--- src/rtl/lab62soc_irq_ctrl_0.sv ---
// Avalon-MM interrupt controller: latches NUM_IRQ sources into a pending register and drives a masked, registered irq.
// Optional build macro LAB62_IRQ_SYNC_EN adds a two-flop synchronizer on every irq_in bit.
module lab62soc_irq_ctrl_0 #(
    parameter int unsigned NUM_IRQ = 8
) (
    input  logic               clk,
    input  logic               reset_n,
    input  logic [2:0]         address,
    input  logic               chipselect,
    input  logic               write_n,
    input  logic [15:0]        writedata,
    output logic [15:0]        readdata,
    input  logic [NUM_IRQ-1:0] irq_in,
    output logic               irq
);

    localparam int unsigned DATA_W = 16;
    localparam int unsigned ID_W   = 4;

    localparam logic [2:0] ADDR_PENDING   = 3'd0;
    localparam logic [2:0] ADDR_MASK      = 3'd1;
    localparam logic [2:0] ADDR_EDGE_SEL  = 3'd2;
    localparam logic [2:0] ADDR_ACTIVE_ID = 3'd3;
    localparam logic [2:0] ADDR_SW_SET    = 3'd4;
    localparam logic [2:0] ADDR_ACK       = 3'd5;

    logic [NUM_IRQ-1:0] pending;
    logic [NUM_IRQ-1:0] mask;
    logic [NUM_IRQ-1:0] edge_sel;
    logic [NUM_IRQ-1:0] s;
    logic [NUM_IRQ-1:0] prev;

    logic               wr;
    logic [NUM_IRQ-1:0] set_vec;
    logic [NUM_IRQ-1:0] clr_vec;
    logic [NUM_IRQ-1:0] active;
    logic               id_valid;
    logic [ID_W-1:0]    id;
    logic [DATA_W-1:0]  rd_mux;
    logic               unused_bits;

    assign wr          = chipselect && !write_n;
    assign active      = pending & mask;
    assign unused_bits = &{1'b0, writedata};

`ifdef LAB62_IRQ_SYNC_EN
    logic [NUM_IRQ-1:0] sync1;
    logic [NUM_IRQ-1:0] sync2;

    // Two-flop synchronizer for asynchronous sources.
    always_ff @(posedge clk or negedge reset_n) begin
        if (!reset_n) begin
            sync1 <= '0;
            sync2 <= '0;
        end else begin
            sync1 <= irq_in;
            sync2 <= sync1;
        end
    end

    assign s = sync2;
`else
    assign s = irq_in;
`endif

    // Set and clear requests; ACK indices outside the source range decode to nothing.
    always_comb begin
        set_vec = (edge_sel & s & ~prev) | (~edge_sel & s);
        clr_vec = '0;
        if (wr && address == ADDR_SW_SET) begin
            set_vec = set_vec | writedata[NUM_IRQ-1:0];
        end
        if (wr && address == ADDR_PENDING) begin
            clr_vec = writedata[NUM_IRQ-1:0];
        end
        for (int i = 0; i < int'(NUM_IRQ); i++) begin
            if (wr && address == ADDR_ACK && writedata[ID_W-1:0] == ID_W'(i)) begin
                clr_vec[i] = 1'b1;
            end
        end
    end

    // Lowest-numbered enabled pending source wins.
    always_comb begin
        id_valid = |active;
        id       = '0;
        for (int i = int'(NUM_IRQ) - 1; i >= 0; i--) begin
            if (active[i]) begin
                id = ID_W'(i);
            end
        end
    end

    always_comb begin
        rd_mux = '0;
        case (address)
            ADDR_PENDING:   rd_mux = DATA_W'(pending);
            ADDR_MASK:      rd_mux = DATA_W'(mask);
            ADDR_EDGE_SEL:  rd_mux = DATA_W'(edge_sel);
            ADDR_ACTIVE_ID: rd_mux = {id_valid, 11'd0, id};
            default:        rd_mux = '0;
        endcase
    end

    // Register file, pending latch and registered outputs; set beats clear.
    always_ff @(posedge clk or negedge reset_n) begin
        if (!reset_n) begin
            pending  <= '0;
            mask     <= '0;
            edge_sel <= '0;
            prev     <= '0;
            readdata <= '0;
            irq      <= 1'b0;
        end else begin
            prev     <= s;
            pending  <= set_vec | (pending & ~clr_vec);
            readdata <= rd_mux;
            irq      <= |active;
            if (wr && address == ADDR_MASK) begin
                mask <= writedata[NUM_IRQ-1:0];
            end
            if (wr && address == ADDR_EDGE_SEL) begin
                edge_sel <= writedata[NUM_IRQ-1:0];
            end
        end
    end

endmodule

--- config.mk ---
export PLATFORM = sky130hd
export DESIGN_NAME = lab62soc_irq_ctrl_0
export DESIGN_NICKNAME = d
export VERILOG_FILES = /design/src/rtl/lab62soc_irq_ctrl_0.sv
export SDC_FILE = /design/constraint.sdc
export NUM_CORES = 1
export LEC_CHECK = 0
export CORE_MARGIN = 2
export CORE_UTILIZATION = 50
export CTS_CLUSTER_DIAMETER = 60
export DETAILED_ROUTE_END_ITERATION = 6
export PLACE_DENSITY = 0.92
export SLEW_MARGIN = 20
export SYNTH_ARGS = -nofsm -noshare
export SYNTH_HDL_FRONTEND = slang
export SYNTH_SLANG_ARGS = --single-unit
--- constraint.sdc ---
create_clock -name clk -period 1.6 [get_ports clk]
set_input_delay 0.32 -clock clk [delete_from_list [all_inputs] [get_ports clk]]
set_output_delay 0.32 -clock clk [all_outputs]
set_load 0.05 [all_outputs]
==> results.md <==
- Power per cell area: approximately 1000 nW/µm²
- Top post-synthesis cells by area: dfrtp_1 (50%), mux2_4 (5.7%), mux2_2 (4.3%)
- Register area: 1050 µm²
- Drt pass-1 iters: 5
- Ys Warns: 0
- Post-route ant nets: 0
- Post-route DRC: 0
- Core Area: 4030 µm²
- DP HPWL: around 3600 µm
- Seq/Total Area, Yosys: between 40 and 50%
- Tcrit/Tclk final: slightly below 100%
- Setup TNS Final: 0 ps
- Synthesis-to-finish area growth: 28.4%
- Die area: roughly 4700 µm²
- VDD IR max: between 0.0006 and 0.0007 V
- Drt wl/cell: between 15 and 20 µm
- # port buffers: 32
- Final Max Tran Viols: 0
- Die Span X: a little under 70 µm
- Slowest-stage cell, CP: clkdlybuf4s50_1
- Leakage power total: 1.21 nW
- Share of layout cells above drive strength 1: between 20% and 30%
- Core Rows: 23
- Clock latency on the worst-skew pair: approximately 300 ps
- Crit-path leading delay family: buffers and inverters
- Ys async rst share: 100%
- Final-report hold violation count: 0
- Hold_ws: roughly 370 ps
- Multi-input gate area: about 980 µm²
- Final RePlAce weighted congestion: 0.927
- Mapped Area: 2100 µm²
- CTS tree: yes
- Max-cap violations: 0
- RSZ-0062 raised after global routing: yes
- Post-synth EDFFs: 0
- Total Routing Usage GR: between 20 and 25%
- Hold Crit Class: input port to flop
- Worst endpoint data arrival time: 1730 ps
- Finish-stage setup viols: 0
- Iter 0 DRT Violations: ~130
- Ports: between 40 and 50
- Vias in the first global route: 1653
- CTS clk-pin slew, worst paths: roughly 80 ps
- Syn Area/Cell: roughly 12 µm²
- Crit Path Max Fanout: 12
- CP Class: input port to flop
- Post-synth top flop: dfrtp_1
- Startpoint Class: input port
- Total length of routed wires: 4960 µm
- Initial antenna violation count: 0
- H-tree depth: 2
- Post-CTS setup buffers: 0
- Net count reported at finish: approximately 260
- Cts bufs inserted: 5
- Highest Clock Rate: roughly 640 MHz
- Post-layout min period: roughly 1600 ps
- CTS max path bufs: 2
- Die height: 68.9 µm
- Status: finished clean
- R2r setup slk: roughly 260 ps
- Slowest cell delay on critical path: roughly 400 ps
- Vias: about 1700
- Worst setup EP type: flop
- CTS Sinks: 42
- Netlist cell types: 42
- Via density: roughly 6
- Layout fillers: 299
- Overflow after GRT: 0
- CTS root buffer: clkbuf_8
- Largest net degree at the start of global routing: 24
- Synth area leader: dfrtp_1
- Starting utilization of the core area: between 50% and 60%
- Bufs and invs on worst path: 3
- Synth top area share: 49.9%
- Clk_skew: just under 8 ps
- Critical-path cell list: clkdlybuf4s50_1 > buf_4 > buf_12 > nand2b_1 > nor4_1 > o21ai_1
- Antenna diodes: 0
- Synth Instances: 180
- Register bit total from synthesis: 42
- Worst EP required: 1780 ps
- First-pass GRT wire length: approximately 8000 µm
-- path summary, 6_finish.rpt --
kind / startpoint / cells after the start / to
worst max-delay path: address[1] / 6 / pending[1]
worst min-delay path: address[2] / 3 / readdata[7]
worst max register to register: pending[0] / 3 / readdata[2]
worst min register to register: edge_sel[7] / 1 / edge_sel[7]
max in group asynchronous: reset_n / 3 / readdata[3]
min in group asynchronous: reset_n / 2 / readdata[4]
-- stage by stage --
stage / power, mW / area, µm² / instances / setup WS, ps / util, %
final: 2.82 / 2700 / 279 / 46.5 / 67.1
after global placement: 2.01 / 2560 / 270 / -273 / 63.5
after floorplan: 1.79 / 2130 / 186 / 254 / -
after detailed placement: 2.03 / 2560 / 270 / -360 / 63.5
after CTS: 2.82 / 2680 / 279 / 42.1 / 66.6
after global routing: 2.94 / 2700 / 279 / -34.9 / 67.1
-- state kept, by name (all words and copies together), names as in the netlist --
name / flops
prev: 8
irq: 1
edge_sel: 8
mask: 8
pending: 8
readdata: 9
-- cell usage in the layout (no fill, tap or decap), types with 7 or more instances in the layout --
cell and instances:
dfrtp_1 42, buf_4 24, clkdlybuf4s50_1 19, nand2_1 13, o21ai_1 13, nand2b_1 9
mux2i_1 8, a2bb2oi_1 8, a32oi_1 8, mux2_4 8, mux2_2 8, clkbuf_8 8
conb_1 7
-- layer usage --
layer / vias up / GRT usage, % / part of all wire (%)
li1: 766 / - / -
met1: 816 / 30.9 / 41
met2: 88 / 37.4 / 48
met3: 14 / 7.79 / 8.6
met4: 0 / 10.0 / 2.6
met5: - / 0 / 0
-- tightest hold or removal path: stages --
cell	delay [ps]
dlymetal6s2s_1	110
buf_6	140
nor2_1	50
-- cell usage after synthesis (all sizes together), types with 2 or more instances --
cell type and number:
mux2 16, a32oi 8, nor2 7, buf 14, nand2 13, nor4 3
dfrtp 42, o21ai 13, nor3b 3, a22o 3, nand3b 3, nor2b 2
nand2b 9, nand4bb 2, nor3 2, mux2i 8, a22oi 2, a2bb2oi 8
clkbuf 4, o32ai 3
-- area by class of cell --
type / count / area share (%)
repair buffers: 53 / 18.3
inverters: 1 / 0.139
clock buffers: 8 / 4.07
well taps: 50 / 2.31
multi-input cells: 125 / 36.3
flip-flops and latches: 42 / 38.9
-- power by group --
| group | switching (mW) | total, mW | internal (mW) |
|---|---|---|---|
| logic | 0.360 | 0.712 | 0.353 |
| registers | 0.125 | 1.32 | 1.19 |
| clock network | 0.357 | 0.792 | 0.436 |
| total | 0.841 | 2.82 | 1.98 |
-- repair_timing --
| item | in CTS | in global routing |
|---|---|---|
| gates resized for setup | 2 | 6 |
| endpoints found under the setup margin | 7 | 15 |
| hold buffers | 1 | 0 |
| hold endpoints to repair | 19 | 0 |
-- logic make-up after synthesis --
kind of cell / count (synthesis) / synth area share, %
DFF: 42 / 49.9
muxes: 24 / 13.8
AOI/OAI and AO/OA: 46 / 16.9
other: 1 / 0.178
buffers and inverters: 19 / 4.81
and+or+nand+nor: 48 / 14.3
Power figures use the tool's default switching activity.
